<file path="src/rtl/dedos_pkg.sv">
// dedos_pkg: shared states, canonical finger patterns and command decoding
// for the finger-gesture encoder.
package dedos_pkg;

    typedef enum logic [1:0] {REPOSO, MOVER, MANTENER} estado_t;

    localparam logic [3:0] PATRON_REPOSO = 4'b0000;
    localparam logic [3:0] PATRON_DOS    = 4'b0011;
    localparam logic [3:0] PATRON_TRES   = 4'b0111;
    localparam logic [3:0] PATRON_MANO   = 4'b1111;

    function automatic logic [3:0] comando_a_patron(input logic [1:0] c);
        return c == 2'b00 ? PATRON_REPOSO :
               c == 2'b01 ? PATRON_DOS    :
               c == 2'b10 ? PATRON_TRES   : PATRON_MANO;
    endfunction

endpackage

</file>
<file path="src/rtl/temporizador_dedos.sv">
// temporizador_dedos: loadable down-counter with zero flag, shared by the
// finger-step and pose-hold phases.
module temporizador_dedos #(
    parameter int W = 4
) (
    input  logic         clk,
    input  logic         rst_n,
    input  logic         clr,
    input  logic         carga,
    input  logic         dec,
    input  logic [W-1:0] valor,
    output logic         cero
);

    logic [W-1:0] cnt;

    always_ff @(posedge clk or negedge rst_n) begin
        if (!rst_n)
            cnt <= '0;
        else if (clr)
            cnt <= '0;
        else if (carga)
            cnt <= valor;
        else if (dec && cnt != '0)
            cnt <= cnt - W'(1);
    end

    assign cero = cnt == '0;

endmodule

</file>
<file path="src/rtl/codificador_dedos.sv">
// codificador_dedos: drives the finger actuators toward the pattern of an
// accepted gesture command, one finger per step, then holds the pose.
module codificador_dedos
    import dedos_pkg::*;
#(
    parameter int CICLOS_PASO     = 4,
    parameter int CICLOS_MANTENER = 8
) (
    input  logic       clk,
    input  logic       rst_n,
    input  logic [1:0] comando,
    input  logic       comando_valido,
    input  logic       paro,
    output logic       listo,
    output logic [3:0] dedos,
    output logic       ocupado,
    output logic       hecho
);

    localparam int MAXC = CICLOS_PASO > CICLOS_MANTENER ? CICLOS_PASO : CICLOS_MANTENER;
    localparam int CW   = $clog2(MAXC + 1);
    localparam logic [CW-1:0] RECARGA_PASO     = CW'(CICLOS_PASO - 1);
    localparam logic [CW-1:0] RECARGA_MANTENER = CW'(CICLOS_MANTENER - 1);

    estado_t       estado, estado_n;
    logic [3:0]    target, target_n, dedos_n, diff;
    logic          hecho_n, carga, dec, clr, cero;
    logic [CW-1:0] valor;

    temporizador_dedos #(.W(CW)) u_temporizador (
        .clk   (clk),
        .rst_n (rst_n),
        .clr   (clr),
        .carga (carga),
        .dec   (dec),
        .valor (valor),
        .cero  (cero)
    );

    assign diff    = dedos ^ target;
    assign listo   = estado == REPOSO;
    assign ocupado = !listo;

    always_comb begin
        estado_n = estado;
        dedos_n  = dedos;
        target_n = target;
        hecho_n  = 1'b0;
        carga    = 1'b0;
        dec      = 1'b0;
        clr      = 1'b0;
        valor    = RECARGA_PASO;
        if (paro) begin
            estado_n = REPOSO;
            dedos_n  = PATRON_REPOSO;
            clr      = 1'b1;
        end else begin
            case (estado)
                REPOSO: if (comando_valido) begin
                    target_n = comando_a_patron(comando);
                    estado_n = MOVER;
                    carga    = 1'b1;
                end
                MOVER: if (diff == 4'b0000) begin
                    estado_n = MANTENER;
                    valor    = RECARGA_MANTENER;
                    carga    = 1'b1;
                end else if (cero) begin
                    // two's-complement trick isolates the lowest differing finger
                    dedos_n = dedos ^ (diff & (~diff + 4'd1));
                    carga   = 1'b1;
                end else begin
                    dec = 1'b1;
                end
                MANTENER: if (cero) begin
                    estado_n = REPOSO;
                    hecho_n  = 1'b1;
                end else begin
                    dec = 1'b1;
                end
                default: estado_n = REPOSO;
            endcase
        end
    end

    always_ff @(posedge clk or negedge rst_n) begin
        if (!rst_n) begin
            estado <= REPOSO;
            dedos  <= PATRON_REPOSO;
            target <= PATRON_REPOSO;
            hecho  <= 1'b0;
        end else begin
            estado <= estado_n;
            dedos  <= dedos_n;
            target <= target_n;
            hecho  <= hecho_n;
        end
    end

endmodule

</file>
<file path="config.mk">
export PLATFORM = sky130hd
export DESIGN_NAME = codificador_dedos
export DESIGN_NICKNAME = d
export VERILOG_FILES = /design/src/rtl/dedos_pkg.sv /design/src/rtl/temporizador_dedos.sv /design/src/rtl/codificador_dedos.sv
export SDC_FILE = /design/constraint.sdc
export NUM_CORES = 1
export LEC_CHECK = 0
export ABC_AREA = 1
export ABC_CLOCK_PERIOD_IN_PS = 2750
export CORE_MARGIN = 4
export CORE_UTILIZATION = 45
export DETAILED_ROUTE_END_ITERATION = 16
export PLACE_DENSITY = 0.71
export REMOVE_ABC_BUFFERS = 1
export SYNTH_ARGS = -nofsm -noshare
export SYNTH_HDL_FRONTEND = slang
export SYNTH_SLANG_ARGS = --single-unit
</file>
<file path="constraint.sdc">
create_clock -name clk -period 2.75 [get_ports clk]
set_clock_uncertainty 0.05 [all_clocks]
set_input_delay 0.55 -clock clk [delete_from_list [all_inputs] [get_ports clk]]
set_output_delay 0.55 -clock clk [all_outputs]
set_load 0.05 [all_outputs]
</file>
==> Word-level counts from Yosys, hierarchy flattened <==
Cells that the tools add are included.
{ "classes": {"n_addsub": 2, "eq_ne": 8, "n_mux": 30, "n_bitwise": 5, "n_reduce_logical": 13} }
{ "op_table": {"columns": ["cell", "count"], "rows": [
  ["2-to-1 mux 4 bit", 10],
  ["2-to-1 mux 1 bit", 10],
  ["2-to-1 mux 3 bit", 3],
  ["!= test 3 bit, second input constant", 3],
  ["AND reduction 3 bit", 3],
  ["logical NOT 4 bit", 2],
  ["2-to-1 mux 2 bit", 4],
  ["XOR 4 bit", 2],
  ["one-hot mux 2 bit (3 select lines)", 1],
  ["adder 4 x 1 -> 4 bit, second input constant", 1],
  ["AND 4 bit", 1],
  ["== test 2 x 1 -> 1 bit, second input constant", 2],
  ["== test 2 bit, second input constant", 2],
  ["logical NOT 2 bit", 2],
  ["NOT 4 bit", 1],
  ["one-hot mux 1 bit (2 select lines)", 2],
  ["nonzero test 2 bit", 2],
  ["nonzero test 4 bit", 1],
  ["subtractor 4 x 1 -> 4 bit, second input constant", 1],
  ["nonzero test 3 bit", 1],
  ["!= test 2 bit, second input constant", 1],
  ["logical AND 1 bit", 1],
  ["logical NOT 1 bit", 1],
  ["NOT 1 bit", 1]
]} }
{ "totals": {"ff_bits": 15, "out_inout_bits": 7, "elab_cells": 63} }

==> Longest topological paths before layout <==
Gate-level depths: netlist of run 1.
{ "depth": {"depth_word": 9, "depth_mapped": 11} }

==> Cells and area by module <==
From an unflattened synthesis of run 1, not the netlist that was laid out.
{ "unflattened": {"hier_cells": 141, "area_unflattened_um2": 1041.0} }
{ "modules_own_cells": {"columns": ["mod", "n_inst", "cells_per_inst", "area_each_um2"], "rows": [
  ["codificador_dedos", 1, 99, 699.4],
  ["temporizador_dedos", 1, 42, 341.6]
]} }

==> Worst setup path after synthesis of run 1 <==
OpenSTA, ideal clock, no wires.
{ "synth_timing": {"kind": "reg2out", "from": "register estado[0]", "to": "output port ocupado", "arrival_ns": 1.338, "required_ns": 2.150, "slack_ns": 0.812, "stages_incl_launch_ff": 4, "path_buffers": 0, "path_cell_list": "dfrtp_1 > inv_1 > ha_1 > inv_1"} }
{ "synth_between": {"elab_chain_len": 2} }
{ "synth_rtl": {"columns": ["element", "line_no", "source"], "rows": [
  ["from (decl)", "codificador_dedos.sv:25", "estado_t estado, estado_n;"],
  ["from (signal assigned)", "codificador_dedos.sv:93", "estado <= estado_n;"],
  ["logical NOT 2 bit", "codificador_dedos.sv:41", "assign listo = estado == REPOSO;"],
  ["via listo", "codificador_dedos.sv:14", "output logic listo,"],
  ["logical NOT 1 bit", "codificador_dedos.sv:42", "assign ocupado = !listo;"],
  ["to (decl)", "codificador_dedos.sv:16", "output logic ocupado,"]
]} }
The timed path passes the listed nets, and every way through them passes these cells.

==> Worst setup path in the final report of run 1 <==
{ "layout_timing": {"from": "register estado[0]", "to": "output port ocupado"} }
{ "layout_between": {"elab_chain_len": 2} }
{ "layout_rtl": {"columns": ["element", "line_no"], "rows": [
  ["logical NOT 2 bit", "codificador_dedos.sv:41"],
  ["logical NOT 1 bit", "codificador_dedos.sv:42"]
]} }
Every way passes these cells.

==> summary.md, run 1 <==
| Metric | Value |
|---|---|
| Flip-flop and latch area | 350 um2 |
| Final ANT Viol Nets | 0 |
| Cell area reported after detailed placement | 0.00111 mm2 |
| Cell-by-cell trace of the critical path | inv_1 -> ha_1 -> inv_1 -> clkdlybuf4s50_1 |
| Top area cells in the synthesized netlist | dfrtp_1 37%, nand2_1 9.5%, ha_1 7.9% |
| Measured slew at the worst slew-check pin | 685 ps |
| Class of the most critical hold timing path | flop to flop |
| Peak supply drop | 632 uV |
| Placer Congestion | 0.821 |
| Result of the run | finished clean |
| Most frequent cells after synthesis | 24 x nand2_1, 17 x inv_1, 14 x dfrtp_1, 11 x nand3_1 |
| Number of buffers inserted to repair setup after CTS | 0 |
| RSZ-0062 raised after global routing | false |
| Routed vias/inst | 4.86 |
| Total routing usage reported by global routing | 15.4% |
| Final period util | 89.7% |
| Clk sink count | 14 |
| Shortest period the worst path allows | 2470 ps |
| Layout Area Growth over Synthesis | 18.8% |
| Clock Tree Buf Depth | 2 |
| Sequential area share after synthesis | 36.9% |
| Number of vias after detailed routing | 787 |
| Required time of the critical path | 2150 ps |
| Initial antenna violation count | 0 |
| Final-layout fill cell count | 180 |
| Mean routed wirelength per cell | 11.3 um |
| CP top delay family | buffers and inverters |
| Top-level port count | 13 |
| Register clock-pin slew on the reported worst setup and hold paths | 90 ps |
| Gate count of the mapped netlist | 120 |
| Power per unit of standard cell area | 1100 mW/mm2 |
| Total Routed Length | 1830 um |
| # nets final | 149 |
| Post-synth EDFFs | 0 |
| Post-Syn Area per Cell | 7.91 um2 |
| Number of register bits inferred by synthesis | 14 |
| Number of hold violations in the final report | 0 |
| Post-cts repair resize count | 0 |
| Category of the critical setup timing path | flop to output pin |
| Flop-to-flop setup slack | 1120 ps |
| Worst slew margin | 54.2% |
| Port bufs | 12 |
| Asr flop ratio synth | 100% |
| Standard-cell row count | 16 |
| Footprint of the multi-input gates | 519 um2 |
| Critical path fanouts, max | 4 |
| Summed negative setup slack over all endpoints | 0 ps |
| Die height | 53.9 um |
| Number of maximum-capacitance violations | 0 |
| Synth warn | 0 |
| Startpoint type of the worst setup path | flop |
| Synth cell types | 23 |
| Router iterations before antenna repair | 4 |
| Area of all placed cells without fillers | 0.00113 mm2 |
| Die extent in x | 53.9 um |
| Total global routing overflow | 0 |
| Highest clock rate | 406 MHz |
| Largest net degree at the start of global routing | 15 |
| Static Leakage | 0.532 nW |
| Most used DFF post-synth | dfrtp_1 |
| Final max-slew violation count | 0 |
| Number of buffers and inverters on the critical path | 3 |
| Overall power consumption | 1.24 mW |
| Slowest cell on the critical path | clkdlybuf4s50_1 |
| Proportion of netlist area held by the largest area contributor | 36.9% |
| Remaining DRCs | 0 |
| Clock latency reported for the late side of the worst-skew pair | 290 ps |
| Core ar. | 0.00198 mm2 |
| Cell seen most often among critical-path stages | inv_1 |
| Total die area | 0.00291 mm2 |
| Finished Layout Cells | 162 |
| Arrival @ worst endpoint | 1870 ps |
| Finish-stage setup viols | 0 |
| Number of placed instances with taps included | 159 |
| Most common cell in the netlist | nand2_1 |
| Cell type with the highest aggregate area in the netlist | dfrtp_1 |
| Cts bufs inserted | 3 |
| Number of antenna repair diodes | 0 |
| Final HPWL from detailed placement | 1400 um |
| Cell at the root of the clock tree | clkbuf_4 |
| Layout cells sized above 1 | 20.0% |
| CP Capture Type | output pin |
| Global-route wire length before repair | 3170 um |
| # H-tree levels | 1 |
| CP peak stage delay | 790 ps |
| Summed instance area of the synthesized netlist | 950 um2 |
| Via count of the first global-routing pass | 747 |
| Effective utilization at floorplan | 47.9% |
| Hold-fix buffer count after cts | 0 |
| Starting DRT DRC Count | 26 |
| TritonCTS clock tree | yes |
==> through the flow <==
step	utilization, %	hold slack, ps	setup WS [ps]
after floorplan	-	204	812
after global placement	55.8	454	643
after detailed placement	55.8	480	604
after CTS	56.9	503	281
after global routing	56.9	544	195
final	56.9	496	284
==> worst reg2reg max path: cells and delay by family (launching register included) <==
kind / cells / cell delay, ps
buffers and inverters: 3 / 260
and+or+nand+nor: 5 / 390
adders and majority gates: 1 / 290
DFF: 1 / 410
AOI/OAI and AO/OA: 1 / 180
==> routing by layer <==
| layer | up-vias | track usage (%) | part of all wire, % |
|---|---|---|---|
| met5 | - | 0 | 0 |
| met4 | 0 | 5.11 | 0.99 |
| met3 | 2 | 4.99 | 5.5 |
| met2 | 13 | 24.2 | 48 |
| met1 | 360 | 19.8 | 46 |
| li1 | 412 | - | - |
==> registers in the layout, summed over array words and instances, names as in the netlist <==
name	count
hecho	1
dedos	4
estado	2
u_temporizador.cnt	4
target	3
==> where the power goes <==
| group | internal [mW] | total (mW) | switching [mW] | leakage (nW) |
|---|---|---|---|---|
| clock | 0.0509 | 0.121 | 0.0697 | 0.0138 |
| sequential | 0.280 | 0.355 | 0.0757 | 0.183 |
| combinational | 0.276 | 0.761 | 0.485 | 0.335 |
==> path summary, 6_finish.rpt <==
check | from | to | cells past startpoint
min in group asynchronous | rst_n | hecho | 1
max | estado[0] | ocupado | 4
max in group asynchronous | rst_n | u_temporizador.cnt[3] | 1
min reg2reg | u_temporizador.cnt[1] | u_temporizador.cnt[1] | 2
max reg2reg | estado[1] | u_temporizador.cnt[0] | 10
min | u_temporizador.cnt[1] | u_temporizador.cnt[1] | 2
==> logic make-up (layout without fill, tap and decap cells) <==
| logic type | after synthesis | in the layout | share of synthesized area (%) |
|---|---|---|---|
| AOI/OAI and AO/OA | 14 | 14 | 9.62 |
| xor gates and xnor gates | 2 | 2 | 1.84 |
| adders and majority gates | 7 | 7 | 8.96 |
| buffers and inverters | 21 | 36 | 8.43 |
| DFF | 14 | 14 | 36.9 |
| and+or+nand+nor | 62 | 62 | 34.3 |
==> placed cells by master (no fill, tap or decap), drive strengths merged <==
master,synthesis,layout
xnor2,2,2
clkbuf,0,3
inv,20,20
o211ai,2,2
nor2,13,13
o21ai,10,10
dfrtp,14,14
maj3,1,1
o22ai,1,1
nand2,34,34
a21oi,1,1
buf,1,1
clkdlybuf4s50,0,12
nand3,12,12
nor3,2,2
nand4,1,1
ha,6,6
==> layout make-up <==
cell class                 count  share of cell area, %
timing repair buffer          13                   11.3
tap                           27                   2.99
multi-input combinational     85                   46.0
sequential                    14                   31.0
clock buffer                   3                   2.00
inverter                      20                   6.65
Power figures use the tool's default switching activity.
==> run 2, diff against run 1 <==
- DONT_BUFFER_PORTS: not set -> 1
- PLACE_DENSITY: 0.71 -> 0.63
==> run 2 against run 1 <==
Effect of this change: fmax grew 18%; setup slack gained 380 ps; flip-flop and latch count is the same; first-iteration DRC count shrank 58%; power shrank 2.2%; sequential share of layout area grew 2.9 points; die area is the same; core utilization shrank 4.9 points; combinational power shrank 14%; critical path depth is the same; register-to-register slack lost 140 ps; non-clock buffer count shrank 11.
==> summary.md, run 2 (synthesized netlist as in run 1, its figures left out) <==
| Metric | Value |
|---|---|
| Worst slew margin | 56.7% (was 54.2%) |
| Overall power consumption | 1.21 mW (was 1.24 mW) |
| Initial antenna violation count | 0 (unchanged) |
| Placer Congestion | 0.789 (was 0.821) |
| Die height | 53.9 um (unchanged) |
| Hold-fix buffer count after cts | 1 (was 0) |
| Final-layout fill cell count | 189 (was 180) |
| Remaining DRCs | 0 (unchanged) |
| # nets final | 138 (was 149) |
| Measured slew at the worst slew-check pin | 648 ps (was 685 ps) |
| Highest routed layer | met4 (unchanged) |
| CP top delay family | buffers and inverters (unchanged) |
| Power per unit of standard cell area | 1170 mW/mm2 (was 1100 mW/mm2) |
| Clk sink count | 14 (unchanged) |
| Summed negative setup slack over all endpoints | 0 ps (unchanged) |
| Post-cts repair resize count | 0 (unchanged) |
| Met3 WL | 106 um (was 100 um) |
| Startpoint type of the worst setup path | flop (unchanged) |
| Cell at the root of the clock tree | clkbuf_4 (unchanged) |
| Static Leakage | 0.498 nW (was 0.532 nW) |
| Arrival @ worst endpoint | 1480 ps (was 1870 ps) |
| Number of hold violations in the final report | 0 (unchanged) |
| Die extent in x | 53.9 um (unchanged) |
| Number of vias after detailed routing | 762 (was 787) |
| Layout Area Growth over Synthesis | 8.70% (was 18.8%) |
| Core ar. | 0.00198 mm2 (unchanged) |
| Clock Tree Buf Depth | 2 (unchanged) |
| Final ANT Viol Nets | 0 (unchanged) |
| CP Capture Type | output pin (unchanged) |
| Port bufs | 0 (was 12) |
| Register clock-pin slew on the reported worst setup and hold paths | 80 ps (was 90 ps) |
| Critical path fanouts, max | 4 (unchanged) |
| Global-route wire length before repair | 3200 um (was 3170 um) |
| Detailed route wirelength on metal2 | 835 um (was 868 um) |
| Highest clock rate | 480 MHz (was 406 MHz) |
| Number of antenna repair diodes | 0 (unchanged) |
| Final max-slew violation count | 0 (unchanged) |
| Total Routed Length | 1790 um (was 1830 um) |
| Cell seen most often among critical-path stages | inv_1 (unchanged) |
| Number of maximum-capacitance violations | 0 (unchanged) |
| Number of placed instances with taps included | 147 (was 159) |
| Shortest period the worst path allows | 2080 ps (was 2470 ps) |
| Cell-by-cell trace of the critical path | inv_1 -> ha_1 -> buf_4 -> inv_1 (was inv_1 -> ha_1 -> inv_1 -> clkdlybuf4s50_1) |
| Clock latency reported for the late side of the worst-skew pair | 280 ps (was 290 ps) |
| Mean routed wirelength per cell | 11.8 um (was 11.3 um) |
| Registers with the most flip-flops | dedos (4), u_temporizador.cnt (4), target (3) (unchanged) |
| Final HPWL from detailed placement | 1420 um (was 1400 um) |
| Required time of the critical path | 2150 ps (about the same) |
| Top-level port count | 13 (unchanged) |
| CP peak stage delay | 400 ps (was 790 ps) |
| Peak supply drop | 600 uV (was 632 uV) |
| Layout cells sized above 1 | 22.4% (was 20.0%) |
| Largest net degree at the start of global routing | 15 (unchanged) |
| RSZ-0062 raised after global routing | false (unchanged) |
| Standard-cell row count | 16 (unchanged) |
| Footprint of the multi-input gates | 519 um2 (unchanged) |
| Final period util | 75.7% (was 89.7%) |
| Routed vias/inst | 5.01 (was 4.86) |
| Slowest cell on the critical path | dfrtp_1 (was clkdlybuf4s50_1) |
| Flip-flop and latch area | 350 um2 (unchanged) |
| Result of the run | finished clean (unchanged) |
| Starting DRT DRC Count | 11 (was 26) |
| Number of buffers and inverters on the critical path | 3 (unchanged) |
| TritonCTS clock tree | yes (unchanged) |
| Detailed-routing wirelength on met1 | 827 um (was 837 um) |
| Router iterations before antenna repair | 4 (unchanged) |
| Finish-stage setup viols | 0 (unchanged) |
| Number of buffers inserted to repair setup after CTS | 0 (unchanged) |
| Most frequent standard cell in the layout excluding fill and tap cells | nand2_1 (unchanged) |
| Via count of the first global-routing pass | 792 (was 747) |
| Total die area | 0.00291 mm2 (unchanged) |
| Total routing usage reported by global routing | 15.3% (was 15.4%) |
| Class of the most critical hold timing path | input pin to flop (was flop to flop) |
| Finished Layout Cells | 152 (was 162) |
| Commonest non-fill, non-tap cells in the layout | 24 x nand2_1, 17 x inv_1, 14 x dfrtp_1 (unchanged) |
| Cts bufs inserted | 3 (unchanged) |
| # H-tree levels | 1 (unchanged) |
| Total global routing overflow | 0 (unchanged) |
| Effective utilization at floorplan | 47.9% (unchanged) |
| Category of the critical setup timing path | flop to output pin (unchanged) |
==> run 2: changes by cell type in the layout (fill, tap and decap cells not counted), sizes merged <==
| cell | previous run | this run |
|---|---|---|
| clkbuf | 3 | 4 |
| clkdlybuf4s50 | 12 | 0 |
| dlygate4sd3 | 0 | 1 |
==> run 2: path summary, 6_finish.rpt <==
path	startpoint	endpoint	slack, ps	depth (start not counted)
max	estado[0]	ocupado	670	4
min	paro	hecho	290	1
max reg2reg	dedos[2]	u_temporizador.cnt[2]	980	11
min reg2reg	estado[1]	estado[1]	500	2
max in group asynchronous	rst_n	hecho	1560	1
min in group asynchronous	rst_n	target[1]	680	1
==> run 2: metrics by stage <==
stage | setup slack, ps | cell area, um2 | util [%] | hold slack, ps
after floorplan | 812 | 945 | - | 204
after global placement | 995 | 986 | 49.7 | 205
after detailed placement | 974 | 986 | 49.7 | 205
after CTS | 650 | 1030 | 52.1 | 274
after global routing | 599 | 1030 | 52.1 | 257
final | 667 | 1030 | 52.1 | 286
==> run 2: per-layer routing <==
layer,global-route usage (%),vias to the layer above
li1,-,389
met1,18.9,352
met2,25.2,18
met3,3.60,3
met4,6.38,0
met5,0,-
==> run 2: cell type report <==
type / count / share of cell area (%)
clock buffers: 4 / 3.52
inverters: 20 / 7.27
multi-input cells: 85 / 50.3
flip-flops and latches: 14 / 33.9
well taps: 27 / 3.27
repair buffers: 2 / 1.70
==> run 2: report_power, final <==
| group | switching [mW] | internal [mW] |
|---|---|---|
| Combinational | 0.431 | 0.227 |
| Clock | 0.0658 | 0.0805 |
| Sequential | 0.126 | 0.279 |
| Total | 0.623 | 0.586 |
==> patch 1 (flow settings as in run 2) <==
The 3 values of `estado_t` get a one-hot encoding in 3 bits.
--- a/src/rtl/dedos_pkg.sv
+++ b/src/rtl/dedos_pkg.sv
@@ -2,7 +2,7 @@
 // for the finger-gesture encoder.
 package dedos_pkg;
 
-    typedef enum logic [1:0] {REPOSO, MOVER, MANTENER} estado_t;
+    typedef enum logic [2:0] {REPOSO = 3'b001, MOVER = 3'b010, MANTENER = 3'b100} estado_t;
 
     localparam logic [3:0] PATRON_REPOSO = 4'b0000;
     localparam logic [3:0] PATRON_DOS    = 4'b0011;
Check against the original RTL: same outputs for any inputs over 10 cycles, from zero or initial values and one cycle with rst_n low; not proved beyond that.
==> patch 1 against run 2 <==
  * Final area is 7.0% lower
  * Synthesized cell count is 5.0% lower
  * Global-route usage is 1.2 points lower
  * Routed wire length is 4.5% lower
  * Sequential cell count is 1 higher
  * Non-clock buffer count is 1 lower
  * Critical path depth is 2 lower
  * Total power is 21% lower
  * Setup slack worse by 160 ps
  * Synthesized area is 6.1% lower
  * Register-to-register slack worse by 150 ps
  * Clock power is 12% lower
  * Final cell count is 5.3% lower
  * Utilization is 1.2 points higher
  * Critical path type unchanged
  * Largest power group unchanged
==> patch 1: results (changes against run 2) <==
status: "completed"
place_congestion: 0.7487  # -5.0%
drive_above_1_share: 0.2101  # -0.01392
drt_iter0_markers: 9  # -2
switchingPower_w: 0.0004775  # -23%
routed-wl-met3_um: 88  # -17%
yosysSeqAreaShare: 0.4222  # +0.05325
wl_met2_um: 739  # -11%
n_fill_cell: 180  # -4.8%
wl_met1_um: 846  # +2.3%
tightest_slew_ps: 653.3  # +5.348 ps
grt_util_all_layers: 0.1406  # -0.01231
routed_wl_um: 1710  # -4.5%
ir_worst_vdd_uv: 468.0  # -22%
hold_path.class: "in2async"
post_cts_buffers: 0  # unchanged
grt_pass1_vias: 653  # -18%
largestRegisters: "dedos: 4 flops, u_temporizador.cnt: 4 flops"
post-dp-hpwl_um: 1294  # -8.9%
grt_pass1_wl_um: 2815  # -12%
ys_types: 21  # -8.7%
p_leak_nw: 0.4906  # -1.5%
final_nets: 128  # -7.2%
post_synth_main_area_contributors: "dfrtp_1, nand2_1, inv_1, nand2_2, nand3_1"
vias: 712  # -6.6%
crit_arrival_ps: 1640  # +160 ps
ys_top_cells_by_count: "nand2_1, dfrtp_1, inv_1"
patch 1: cell types whose count changed after synthesis, sizes merged, moves of 2 or more:
cell,before,now
nor2,13,10
ha,6,2
o211ai,2,0
nand3,12,14
nand4,1,4
inv,20,18
patch 1: kinds of logic after synthesis:
logic type / after synthesis / synth area share
AND/OR/NAND/NOR: 66 / 0.3871
flip-flops: 15 / 0.4222
adder cells (fa/ha/maj): 3 / 0.03927
buffers and inverters: 18 / 0.07573
XOR/XNOR: 2 / 0.01964
AO/OA/AOI/OAI: 10 / 0.05609
patch 1: layout make-up:
cell class	instances	share of cell area
Multi-Input combinational cell	81	0.4668
Sequential cell	15	0.3924
Inverter	18	0.07040
Tap cell	25	0.03259
Clock buffer	4	0.02738
Timing Repair Buffer	1	0.01043
patch 1: path summary, 6_finish.rpt:
kind                                            start  depth (start not counted)  slack [ps]                     to
worst max-delay path                        estado[0]                          2         510                  listo
worst min-delay path                            rst_n                          0          40              estado[0]
worst max register to register              estado[0]                          6         830  u_temporizador.cnt[1]
worst min register to register  u_temporizador.cnt[1]                          2         470  u_temporizador.cnt[1]
max in group asynchronous                       rst_n                          1        1560               dedos[0]
min in group clk                                 paro                          1         270                  hecho
patch 1: power by group through the flow:
| stage | registers (W) | logic [W] | clock network, W |
|---|---|---|---|
| after floorplan | 0.000375 | 0.000383 | 0 |
| after global placement | 0.000386 | 0.000434 | 0 |
| after detailed placement | 0.000387 | 0.000446 | 0 |
| after CTS | 0.000382 | 0.000454 | 0.000133 |
| after global routing | 0.000389 | 0.000509 | 0.000142 |
| final | 0.000381 | 0.000448 | 0.000128 |
patch 1: worst max-delay path, cell delays in order (launching register included):
cell	delay, ps
dfstp_2	560
nand3_2	310
inv_1	480
patch 1: through the flow:
stage | hold slack (ps) | area [µm²] | cells | setup slack, ps
global route | 28.86 | 959.7 | 144 | 462.8
detailed placement | 204.8 | 923.4 | 139 | 825.6
global placement | 204.8 | 923.4 | 139 | 830.0
CTS | 38.93 | 959.7 | 144 | 503.3
floorplan | 204.4 | 892.1 | 114 | 893.6
finish | 43.70 | 959.7 | 144 | 510.8
patch 1: per-layer routing:
metal,up-vias,track usage
met5,-,0
met2,13,0.2004
met3,4,0.03134
met1,320,0.1887
li1,375,-
met4,0,0.08936
==> patch 2 (flow settings as in run 2) <==
Made on the original files. Set the parameter `CICLOS_MANTENER` to 4 (it was 8).
--- a/src/rtl/codificador_dedos.sv
+++ b/src/rtl/codificador_dedos.sv
@@ -4,7 +4,7 @@
     import dedos_pkg::*;
 #(
     parameter int CICLOS_PASO     = 4,
-    parameter int CICLOS_MANTENER = 8
+    parameter int CICLOS_MANTENER = 4
 ) (
     input  logic       clk,
     input  logic       rst_n,
Formal check against the unedited RTL: not equivalent (a bounded check fails within 10 cycles, from zero or initial values and one cycle with rst_n low).
==> patch 2 against run 2 <==
  * Critical path depth is the same
  * Synthesized area fell by 9.5%
  * Register-to-register slack improved by 20 ps
  * Fmax grew 5.7%
  * Sequential cell count down 1
  * Global-route usage is 0.85 points lower
  * Final area is 11% lower
  * Critical path type unchanged
  * Combinational power decreased by 13%
  * Utilization grew 0.26 points
  * Setup slack gained 110 ps
  * Via count fell by 9.7%
  * Final cell count down 7.9%
  * Total power decreased by 15%
  * Routed wire length fell by 11%
==> patch 2: results (changes against run 2) <==
status: "completed"
slew_headroom: 0.5908  # +0.02418
met1_usage: 0.1921  # +0.003003
grt_max_degree: 14  # -1
cp_max_fo: 3  # -1
gr-usage-met3: 0.04585  # +0.009834
multi_input_area_share: 0.4851  # -0.01794
seq_cell_count: 13  # -1
syn_inst: 110  # -8.3%
gr-usage-met2: 0.2119  # -0.04015
post_drt_via_cell_ratio: 4.914  # -2.0%
seq_power_w: 0.000330  # -18%
grt_antenna_before_repair: 0  # unchanged
pre_cts_slack_ps: 1019  # +45.32 ps
dp_cells: 135  # -8.2%
num-multi-input-gates: 76  # -11%
wire_per_inst_um: 11.44  # -2.9%
drt_iter0_markers: 6  # -5
routed-wl-met3_um: 74  # -30%
post_synth_main_area_contributors: "dfrtp_1, ha_1, nand2_1, inv_1, o21ai_1"
final_cell_area_um2: 923.4  # -11%
post-dp-hpwl_um: 1258  # -11%
pwr-share-clk: 0.118  # -0.003
largestRegisters: "dedos: 4 flops, target: 3 flops, u_temporizador.cnt: 3 flops"
clkCellAreaFrac: 0.02846  # -0.006696
final_nets: 128  # -7.2%
grt_pass1_wl_um: 2822  # -12%
finalCritPeriodShare: 0.7167  # -0.04062
ir_worst_vdd_uv: 461.1  # -23%
n_fill_cell: 178  # -5.8%
power.internal_w: 0.0004852  # -17%
nonClkBufAreaFrac: 0.01897  # +0.002000
grt_pass1_vias: 667  # -16%
holdWs_ps: 299.6  # +13.32 ps
grt_util_all_layers: 0.1443  # -0.008536
first_pass_iters: 4  # unchanged
critPathMaxStageDelay_ps: 380  # -20 ps
switchingPower_w: 0.0005376  # -14%
place_congestion: 0.8109  # +2.8%
patch 2: cell types whose count changed in the layout (fill, tap and decap cells not counted), moves of 4 or more:
cell | before | now
nand2_2 | 8 | 4
o21ai_1 | 3 | 8
nand2_1 | 24 | 20
o21ai_2 | 4 | 0
nand3_1 | 11 | 5
nand4_1 | 1 | 5
patch 2: path summary, 6_finish.rpt:
kind / to / depth (start not counted) / start
setup / recovery: ocupado / 4 / estado[0]
hold / removal: hecho / 1 / paro
setup reg to reg: target[1] / 7 / estado[0]
hold reg to reg: u_temporizador.cnt[0] / 2 / u_temporizador.cnt[0]
max in group asynchronous: dedos[0] / 1 / rst_n
min in group asynchronous: estado[1] / 1 / rst_n
patch 2: kinds of logic (layout without fill, tap and decap cells):
family / after synthesis / count (layout) / share of synthesized area
and+or+nand+nor: 51 / 51 / 0.3086
buffers and inverters: 21 / 26 / 0.1004
AOI/OAI and AO/OA: 18 / 18 / 0.1135
DFF: 13 / 13 / 0.3785
adders and majority gates: 7 / 7 / 0.09898
